### config.mk
export PLATFORM = sky130hd
export DESIGN_NAME = cordic_neuron_sequencer
export DESIGN_NICKNAME = d
export VERILOG_FILES = /design/src/rtl/cordic_neuron_sequencer.sv
export SDC_FILE = /design/constraint.sdc
export NUM_CORES = 1
export LEC_CHECK = 0
export CAP_MARGIN = 15
export CORE_MARGIN = 2
export CORE_UTILIZATION = 30
export DETAILED_ROUTE_END_ITERATION = 16
export MAX_ROUTING_LAYER = met4
export PLACE_DENSITY_LB_ADDON = 0.2
export SYNTH_ARGS = -nofsm -noshare
export SYNTH_HDL_FRONTEND = slang
export SYNTH_SLANG_ARGS = --single-unit
### constraint.sdc
create_clock -name clk -period 2.1 [get_ports clk]
set_input_delay 0.42 -clock clk [delete_from_list [all_inputs] [get_ports clk]]
set_output_delay 0.42 -clock clk [all_outputs]
set_load 0.005 [all_outputs]
### src/rtl/cordic_neuron_sequencer.sv
// Feeds (x,w) pairs through a shared linear-rotation CORDIC as MACs, optionally runs one
// activation pass on the accumulated sum, and returns the neuron output on a valid/ready port.
module cordic_neuron_sequencer #(
  parameter int               WIDTH   = 15,
  parameter int               FRAC    = 10,
  parameter int               LATENCY = 34,
  parameter logic [1:0]       SEL_MAC = 2'b00,
  parameter logic [1:0]       SEL_ACT = 2'b01,
  parameter int               ACT_EN  = 1,
  // 0.5 in the Q.FRAC data format (16'h0200 with the default widths)
  parameter logic [WIDTH:0]   ACT_X0  = (WIDTH+1)'(1) << (FRAC - 1)
) (
  input  logic             clk,
  input  logic             ext_reset,
  input  logic [WIDTH:0]   bias,
  input  logic             in_valid,
  output logic             in_ready,
  input  logic [WIDTH:0]   in_x,
  input  logic [WIDTH:0]   in_w,
  input  logic             in_last,
  output logic [WIDTH:0]   c_xo,
  output logic [WIDTH:0]   c_yo,
  output logic [WIDTH:0]   c_zo,
  output logic [1:0]       c_sel,
  output logic             c_reset,
  input  logic [WIDTH:0]   c_z,
  output logic             out_valid,
  input  logic             out_ready,
  output logic [WIDTH:0]   out_data
);

  localparam int CNT_W = $clog2(LATENCY + 1);

  typedef enum logic [2:0] {
    IDLE, LOAD, RUN, CAPT, ACT_LOAD, ACT_RUN, ACT_CAPT, OUT
  } state_t;

  state_t           state_reg;
  logic [WIDTH:0]   acc_reg;
  logic [CNT_W-1:0] cnt_reg;
  logic             last_reg;
  logic             first_reg;

  // Operands live directly in the c_xo/c_yo/c_zo registers so they stay stable through RUN/CAPT.
  always_ff @(posedge clk) begin
    if (ext_reset) begin
      state_reg <= IDLE;
      acc_reg   <= '0;
      cnt_reg   <= '0;
      last_reg  <= 1'b0;
      first_reg <= 1'b1;
      in_ready  <= 1'b1;
      out_valid <= 1'b0;
      out_data  <= '0;
      c_reset   <= 1'b1;
      c_sel     <= SEL_MAC;
      c_xo      <= '0;
      c_yo      <= '0;
      c_zo      <= '0;
    end else begin
      case (state_reg)
        IDLE: begin
          if (in_valid) begin
            last_reg  <= in_last;
            first_reg <= 1'b0;
            in_ready  <= 1'b0;
            c_xo      <= in_x;
            c_zo      <= in_w;
            c_sel     <= SEL_MAC;
            c_reset   <= 1'b1;
            if (first_reg) begin
              acc_reg <= bias;
              c_yo    <= bias;
            end else begin
              c_yo    <= acc_reg;
            end
            state_reg <= LOAD;
          end
        end

        LOAD: begin
          cnt_reg   <= '0;
          c_reset   <= 1'b0;
          state_reg <= RUN;
        end

        RUN: begin
          cnt_reg <= cnt_reg + CNT_W'(1);
          if (cnt_reg == CNT_W'(LATENCY - 1)) begin
            c_reset   <= 1'b1;
            state_reg <= CAPT;
          end
        end

        CAPT: begin
          acc_reg <= c_z;
          if (!last_reg) begin
            in_ready  <= 1'b1;
            state_reg <= IDLE;
          end else if (ACT_EN != 0) begin
            c_xo      <= ACT_X0;
            c_yo      <= '0;
            c_zo      <= c_z;
            c_sel     <= SEL_ACT;
            state_reg <= ACT_LOAD;
          end else begin
            out_data  <= c_z;
            out_valid <= 1'b1;
            state_reg <= OUT;
          end
        end

        ACT_LOAD: begin
          cnt_reg   <= '0;
          c_reset   <= 1'b0;
          state_reg <= ACT_RUN;
        end

        ACT_RUN: begin
          cnt_reg <= cnt_reg + CNT_W'(1);
          if (cnt_reg == CNT_W'(LATENCY - 1)) begin
            c_reset   <= 1'b1;
            state_reg <= ACT_CAPT;
          end
        end

        ACT_CAPT: begin
          out_data  <= c_z;
          out_valid <= 1'b1;
          state_reg <= OUT;
        end

        OUT: begin
          // A stalled consumer keeps the block here; no new pair can enter.
          if (out_ready) begin
            out_valid <= 1'b0;
            first_reg <= 1'b1;
            in_ready  <= 1'b1;
            state_reg <= IDLE;
          end
        end

        default: state_reg <= IDLE;
      endcase
    end
  end

endmodule

==> impl_metrics.toml, run 1 <==
[status]
status = "finished clean"

[power_and_ir_drop]
pwr-share-clk = 0.386
power_frac_seq = 0.434
p_sw_frac = 0.247
p_leak_uw = 0.00224
intPower_uw = 3460
power_density_nw_per_um2 = 770
switching_power_uw = 1130
pwr-share-comb = 0.180
vdd_ir_drop_max_v = 0.000375

[place]
dp_hpwl_um = 8870
pre_cts_slack_ps = -167
gp_congestion = 0.802
io_buffers = 136
dp.cells = 765

[min_path]
hp-class = "flip-flop to flip-flop"

[critical_path]
critPathLaunchType = "input port"
crit_arrival_ps = 2090
cp_max_fo = 27
critPathKind = "input port to flip-flop"
required_ps = 2340
end_kind = "flip-flop"

[layout]
final_cells = 781
final_common_cell = "clkdlybuf4s50_1"
final_cell_mix = "clkdlybuf4s50_1, dfxtp_1, nor2_1, nand2_1, a21oi_1"
drive_above_1_share = 0.109
nNetsFinal = 671
area_delta_synth_final_pct = 46.6
num_antenna_cells = 0

[clock_network]
cts-root-buf = "clkbuf_16"
cts.htree.levels = 3
clock_path_buffers = 2
cts_buffers = 9
ctsHoldBuffers = 0
clkSinkCount = 95
path_clk_slew_ps = 70
clock_latency_ps = 330
cts_tree = "yes"

[global_route]
grt_usage = 0.174
grt_pass1_vias = 3714
grt_pass1_wl_um = 19400
grt_antenna_before_repair = 0
gr-total-overflow = 0
grt_max_degree = 59

[detailed_routing]
routed_wl_um = 12300
drtPass1Iterations = 4
drc = 0
wire_per_inst_um = 15.7
dr_total_vias = 3787
ant_nets = 0
viasPerCell = 4.85
first_iter_violations = 192

[synth]
syn_area_per_cell_um2 = 8.66
synth.distinct_cells = 45
synth-edff-count = 0
syn-num-nets = 541
ys.flop_type = "dfxtp_1"
ys_seq_elements = 95
syn_inst = 470
yosys_warnings = 0
netlist_area_um2 = 4070
synthArstFlopShare = 0
yosysSeqAreaShare = 0.467

[timing]
fin_ws_ps = 255
relSlewSlack = 0.526
drv_slew = 0
fin_crit_ps = 1850
rsz0062_at_grt = "no"
setup_viol = 0
hold_viol_final = 0
fin_crit_sh = 0.879
clock_skew_ps = 3.72
fmax_ghz = 0.542
worstMarginPinSlew_ps = 710

[floorplan]
die_y_um = 120
start_util = 0.307
fp-row-count = 42
ios = 138
core_area_um2 = 13200
die_x_um = 120
die-area_um2 = 14500

[run]
drv_cap = 0
path summary, 6_finish.rpt:
| check | startpoint | endpoint | slack [ps] | cells past startpoint |
|---|---|---|---|---|
| hold reg to reg | out_data[4]$_SDFFE_PP0N_ | out_data[4]$_SDFFE_PP0N_ | 460 | 2 |
| setup / recovery | in_valid | c_zo[13]$_SDFFE_PP0P_ | 250 | 6 |
| hold / removal | out_data[4]$_SDFFE_PP0N_ | out_data[4]$_SDFFE_PP0N_ | 460 | 2 |
| setup reg to reg | state_reg[1]$_SDFFE_PP0P_ | cnt_reg[4]$_SDFFE_PP0P_ | 360 | 5 |
metal layers:
layer | GRT usage | part of all wire | routed length [µm] | vias to the layer above
li1 | - | - | - | 1891
met1 | 0.232 | 0.47 | 5820 | 1775
met2 | 0.258 | 0.46 | 5610 | 106
met3 | 0.0363 | 0.053 | 646 | 15
met4 | 0.0698 | 0.018 | 227 | 0
met5 | - | 0 | 0 | -
final cells by class:
cell class,count,area (µm²)
tap,176,220
multi-input combinational,332,1940
sequential,95,1900
fill,1282,7270
clock buffer,11,243
clock inverter,5,81.3
inverter,3,11.3
timing repair buffer,159,1570
cell usage after synthesis, drive strengths merged, types with 3 or more instances:
| library cell | n | area share |
|---|---|---|
| a22oi | 15 | 0.028 |
| a21oi | 47 | 0.059 |
| clkbuf | 16 | 0.015 |
| nand2 | 74 | 0.069 |
| nor3 | 4 | 0.0049 |
| a221oi | 14 | 0.030 |
| buf | 24 | 0.042 |
| and2 | 4 | 0.0061 |
| mux2i | 16 | 0.039 |
| nor2 | 91 | 0.089 |
| o21ai | 13 | 0.016 |
| a222oi | 4 | 0.0098 |
| nor2b | 3 | 0.0046 |
| dfxtp | 95 | 0.47 |
| nand3 | 5 | 0.0061 |
| a311oi | 15 | 0.054 |
| inv | 3 | 0.0028 |
worst max-delay path, cell delays in order:
cell and delay, ps:
clkdlybuf4s50_1 520, or3b_4 420, a21oi_4 190, buf_12 200, nor2_1 80, a311oi_2 250
per-stage QoR:
step | instance area [µm²] | setup TNS [ps] | hold WS [ps] | total power [µW] | util
after floorplan | 4070 | 0 | 446 | 2450 | -
after global placement | 5640 | -291 | 443 | 2850 | 0.426
after detailed placement | 5640 | -3580 | 448 | 2870 | 0.426
after CTS | 5970 | 0 | 457 | 4650 | 0.450
after global routing | 5970 | 0 | 476 | 4800 | 0.451
final | 5970 | 0 | 456 | 4590 | 0.451
logic make-up after synthesis:
family / Yosys count / share of synthesized area
mux: 17 / 0.0421
fa+ha+maj: 2 / 0.00615
buf+inv: 43 / 0.0599
simple gates: 194 / 0.205
other cells: 1 / 0.000921
flops: 95 / 0.467
xor+xnor: 2 / 0.00430
compound gates: 116 / 0.214
what timing repair did:
action,4_1_cts,5_1_grt
setup endpoints to repair,0,10
resized for setup,0,1
buffers inserted,0,0
power by group through the flow:
| stage | logic (µW) | registers [µW] | clock network [µW] |
|---|---|---|---|
| after floorplan | 429 | 2020 | 0 |
| after global placement | 820 | 2030 | 0 |
| after detailed placement | 835 | 2030 | 0 |
| after CTS | 839 | 1990 | 1820 |
| after global routing | 906 | 2010 | 1880 |
| final | 829 | 1990 | 1770 |
Power figures use the tool's default switching activity.
==> run 2, diff against run 1 <==
ABC_CLOCK_PERIOD_IN_PS = 2100   (was not set)
==> results of run 2 <==
Same layout as run 1: the final DEF is identical, and so are final timing and power.
==> run 3, diff against run 2 <==
CELL_PAD_IN_SITES_DETAIL_PLACEMENT = 1   (was not set)
CELL_PAD_IN_SITES_GLOBAL_PLACEMENT = 1   (was not set)
==> impl_metrics.toml, run 3 (synthesis gave the netlist of run 1 again) <==
[critical_path]
end_kind = "flip-flop"
critPathKind = "input port to flip-flop"
crit_arrival_ps = 2110
critPathLaunchType = "input port"
cp_max_fo = 29
required_ps = 2350

[timing]
fmax_ghz = 0.538
fin_crit_ps = 1860
relSlewSlack = 0.623
drv_slew = 0
rsz0062_at_grt = "no"
hold_viol_final = 0
worstMarginPinSlew_ps = 565
clock_skew_ps = 7.83
totalNegativeSetupSlack_ps = 0
setup_viol = 0
fin_ws_ps = 243
fin_crit_sh = 0.885

[floorplan]
fp-row-count = 42
die_x_um = 120
start_util = 0.307
ios = 138
die-area_um2 = 14500
core_area_um2 = 13200
die_y_um = 120

[place]
dp.cells = 762
io_buffers = 136
dp_hpwl_um = 9460
gp_congestion = 0.855
placed_area_um2 = 5600
pre_cts_slack_ps = -130

[layout]
final_cell_mix = "clkdlybuf4s50_1, dfxtp_1, nor2_1, nand2_1, a21oi_1"
final_common_cell = "clkdlybuf4s50_1"
stdcell_area_um2 = 5900
num_antenna_cells = 0
area_delta_synth_final_pct = 44.9
drive_above_1_share = 0.105
final_cells = 778
nNetsFinal = 668

[clock_network]
clock_latency_ps = 350
cts_tree = "yes"
clkSinkCount = 95
ctsHoldBuffers = 0
cts_buffers = 9
path_clk_slew_ps = 70
ctsResizeCount = 0
cts-root-buf = "clkbuf_16"
cts.htree.levels = 3
clock_path_buffers = 2
post-cts-setup-buffers = 0

[power_and_ir_drop]
p_sw_frac = 0.259
pwr-share-clk = 0.372
intPower_uw = 3330
pwr-share-comb = 0.183
power_density_nw_per_um2 = 762
vdd_ir_drop_max_v = 0.000312
p_leak_uw = 0.00221
power_frac_seq = 0.445
switching_power_uw = 1170
power.total_uw = 4490

[detailed_routing]
drc = 0
first_iter_violations = 258
ant_nets = 0
wire_per_inst_um = 16.8
drtPass1Iterations = 4
viasPerCell = 4.94
dr_total_vias = 3844
routed_wl_um = 13100

[global_route]
gr-total-overflow = 0
grt_max_degree = 46
grt_pass1_vias = 3987
grt_antenna_before_repair = 0
grt_pass1_wl_um = 21100
grt_usage = 0.189

[min_path]
hp-class = "flip-flop to flip-flop"

[status]
status = "finished clean"

[run]
drv_cap = 0
run 3: changes by cell type in the layout (fill, tap and decap cells not counted):
cell | previous run | this run
buf_4 | 21 | 19
buf_12 | 3 | 2
a21oi_4 | 1 | 0
clkinv_4 | 1 | 0
inv_6 | 0 | 1
a21oi_2 | 0 | 1
bufinv_16 | 2 | 1
clkinv_2 | 1 | 2
run 3: through the flow:
| stage | hold slack [ps] | utilization |
|---|---|---|
| final | 456 | 0.446 |
| after global routing | 491 | 0.446 |
| after CTS | 462 | 0.445 |
| after detailed placement | 452 | 0.423 |
| after global placement | 444 | 0.423 |
| after floorplan | 446 | - |
run 3: worst paths after layout:
kind                        startpoint                         to  depth (start not counted)  slack, ps
max                           in_valid       c_zo[8]$_SDFFE_PP0P_                          6        240
min          out_data[10]$_SDFFE_PP0N_  out_data[10]$_SDFFE_PP0N_                          2        460
max reg2reg  state_reg[0]$_SDFFE_PP0P_       c_zo[8]$_SDFFE_PP0P_                          5        290
min reg2reg  out_data[10]$_SDFFE_PP0N_  out_data[10]$_SDFFE_PP0N_                          2        460
run 3: layout make-up:
type	instances	area, µm²
multi-input combinational	332	1930
clock buffer	11	243
timing repair buffer	156	1530
clock inverter	5	56.3
tap	176	220
fill	1561	7340
inverter	3	11.3
sequential	95	1900
run 3: layer usage:
metal  track usage  share of wire  vias up
met5             -              0        -
met4        0.0698          0.017        0
met3        0.0387          0.052       12
met2         0.286           0.46       98
met1         0.250           0.47     1842
li1              -              -     1892
run 3: power by group through the flow:
| stage | sequential, µW | combinational [µW] | clock (µW) |
|---|---|---|---|
| after floorplan | 2020 | 429 | 0 |
| after global placement | 2030 | 807 | 0 |
| after detailed placement | 2040 | 825 | 0 |
| after CTS | 2000 | 831 | 1720 |
| after global routing | 2010 | 901 | 1770 |
| final | 2000 | 821 | 1670 |
run 3: critical path, cell delays in order:
cell and delay [ps]:
clkdlybuf4s50_1 510, or3b_4 410, a21oi_2 220, buf_12 220, nor2_1 70, a311oi_2 250
==> edit, RTL diff (settings of run 2) <==
`WIDTH`: 15 -> 17.
--- a/src/rtl/cordic_neuron_sequencer.sv
+++ b/src/rtl/cordic_neuron_sequencer.sv
@@ -2,5 +2,5 @@
 // activation pass on the accumulated sum, and returns the neuron output on a valid/ready port.
 module cordic_neuron_sequencer #(
-  parameter int               WIDTH   = 15,
+  parameter int               WIDTH   = 17,
   parameter int               FRAC    = 10,
   parameter int               LATENCY = 34,
Ports: changed (8 resized); port bits go from 138 to 154. The function was not compared with the original's and may differ.
==> edit against run 2 <==
Synthesized area increased by 9.6%. Worst setup slack worse by 15 ps. Wire length rose by 17%. Synthesized cell count increased by 13%. Sequential cell count increased by 10. Worst hold slack got worse by 23 ps. Die area is 9.2% higher. Clock skew increased by 9.8 ps. Power grew 2.6%. Cell area rose by 8.3%. Critical endpoint is now cnt_reg[4]$_SDFFE_PP0P_. Largest cell class is now flip-flops and latches. Largest power group unchanged.
==> edit: results (changes against run 2) <==
[global_route]
grt_max_degree = 57  ; was 59
grt_pass1_vias = 4171  ; was 3,714
grt_use_total = 0.185  ; was 0.174
grt_pass1_wl_um = 22700  ; was 19,400 um

[route]
drt_first_iter_violations = 271  ; was 192
viasPerCell = 5.18  ; was 4.85
vias = 4406  ; was 3,787
dr.pass1.iters = 4  ; unchanged
wirelength_um = 14400  ; was 12,300 um

[finish]
layout-drive-gt1-share = 0.0855  ; was 0.109
fill_cells = 1442  ; was 1,282
nets = 741  ; was 671

[logic_synthesis]
syn_nets = 610  ; was 541
synth_area_leaders = dfxtp_1, nand2_1, a21oi_1, nand3_1, mux2_2  ; was dfxtp_1, nor2_1, nand2_1, a21oi_1, a311oi_2
yosys-top-cells-count = nand2_1, dfxtp_1, a21oi_1  ; was dfxtp_1, nor2_1, nand2_1
yosysSeqAreaShare = 0.471  ; was 0.467
synthCells = 531  ; was 470
synthFlopType = dfxtp_1  ; unchanged
ys_warn_count = 0  ; unchanged
yosysUniqueCellTypes = 46  ; was 45

[worst_setup_path]
crit_family = flip-flops  ; was buffers and inverters
cpMaxStageDelayCell = dfxtp_1  ; was clkdlybuf4s50_1
crit_start = state_reg[1]$_SDFFE_PP0P_  ; was in_valid
max_stage_delay_ps = 660  ; was 520 ps
critPathMaxFanout = 15  ; was 27

[timing]
finClkSkew_ps = 13.5  ; was 3.72 ps
tightest_slew_ps = 534  ; was 710 ps

[power]
p_per_area_nw_per_um2 = 729  ; was 770 nW/um^2
leakage_nw = 2.30  ; was 2.24 nW
peakVddDrop_v = 0.000432  ; was 0.000375 V

[status]
outcome = complete, no violations  ; unchanged

[placed_design]
place_congestion = 0.826  ; was 0.802
dpl.hpwl_um = 10000  ; was 8870 um
portBuffers = 152  ; was 136
post-place-ws_ps = 77.1  ; was -167 ps
place_area_um2 = 6160  ; was 5640 um^2
dp.cells = 835  ; was 765

[hold_path]
hp-class = in2reg  ; was reg2reg
hold_path_startpoint = ext_reset  ; was out_data[4]$_SDFFE_PP0N_

[clocking]
clk_latency_ps = 350  ; was 330 ps

==> edit: cell types whose count changed after synthesis, moves of 9 or more <==
cell      change
dfxtp_1      +10
mux2_2       +19
a311oi_2     -14
buf_2        +14
nand2_1      +36
a31oi_1      +20
a311oi_1      +9
a21oi_1      +21
nor2_1       -83
nand3_1      +59
mux2i_1      -16
a221oi_1     -12
==> edit: timing repair <==
item                       CTS  global route
buffers inserted             0             0
setup endpoints to repair    0            12
resized for setup            0             1
==> edit: routing by layer <==
metal | up-vias | GRT usage | part of all wire
met5 | - | - | 0
met1 | 2077 | 0.251 | 0.47
li1 | 2156 | - | -
met4 | 0 | 0.0711 | 0.024
met2 | 153 | 0.270 | 0.45
met3 | 20 | 0.0378 | 0.057
==> edit: cells by family (layout without fill, tap and decap cells) <==
group / Yosys count / in the layout / synth area share
flip-flops: 105 / 105 / 0.471
buffers and inverters: 56 / 192 / 0.0611
XOR/XNOR: 2 / 2 / 0.00393
multiplexers: 20 / 20 / 0.0505
AND/OR/NAND/NOR: 213 / 213 / 0.225
adder cells (fa/ha/maj): 2 / 2 / 0.00561
AO/OA/AOI/OAI: 132 / 132 / 0.181
other: 1 / 1 / 0.000841
==> edit: power breakdown <==
group | internal (mW) | switching (mW) | total, mW | leakage [nW]
Clock | 0.956 | 0.731 | 1.69 | 0.144
Combinational | 0.461 | 0.365 | 0.827 | 1.30
Sequential | 2.12 | 0.0830 | 2.20 | 0.858
Total | 3.53 | 1.18 | 4.71 | 2.30
==> edit: layout make-up <==
cell class,count,area share
repair buffers,170,0.266
flip-flops and latches,105,0.325
multi-input cells,370,0.325
well taps,184,0.0356
clock buffers,13,0.0387
clock inverters,3,0.00620
inverters,6,0.00348
==> edit: path summary, 6_finish.rpt <==
path                          endpoint  slack (ps)  cells past startpoint
max            cnt_reg[4]$_SDFFE_PP0P_         240                      4
min             out_valid$_SDFFE_PP0P_         430                      2
max reg2reg    cnt_reg[4]$_SDFFE_PP0P_         240                      4
min reg2reg  out_data[11]$_SDFFE_PP0N_         450                      2
==> edit: worst register-to-register path: stages, from the launching register on <==
cell and delay, ps:
dfxtp_1 660, buf_4 290, nor3b_2 330, o2111ai_1 160, mux2_2 290
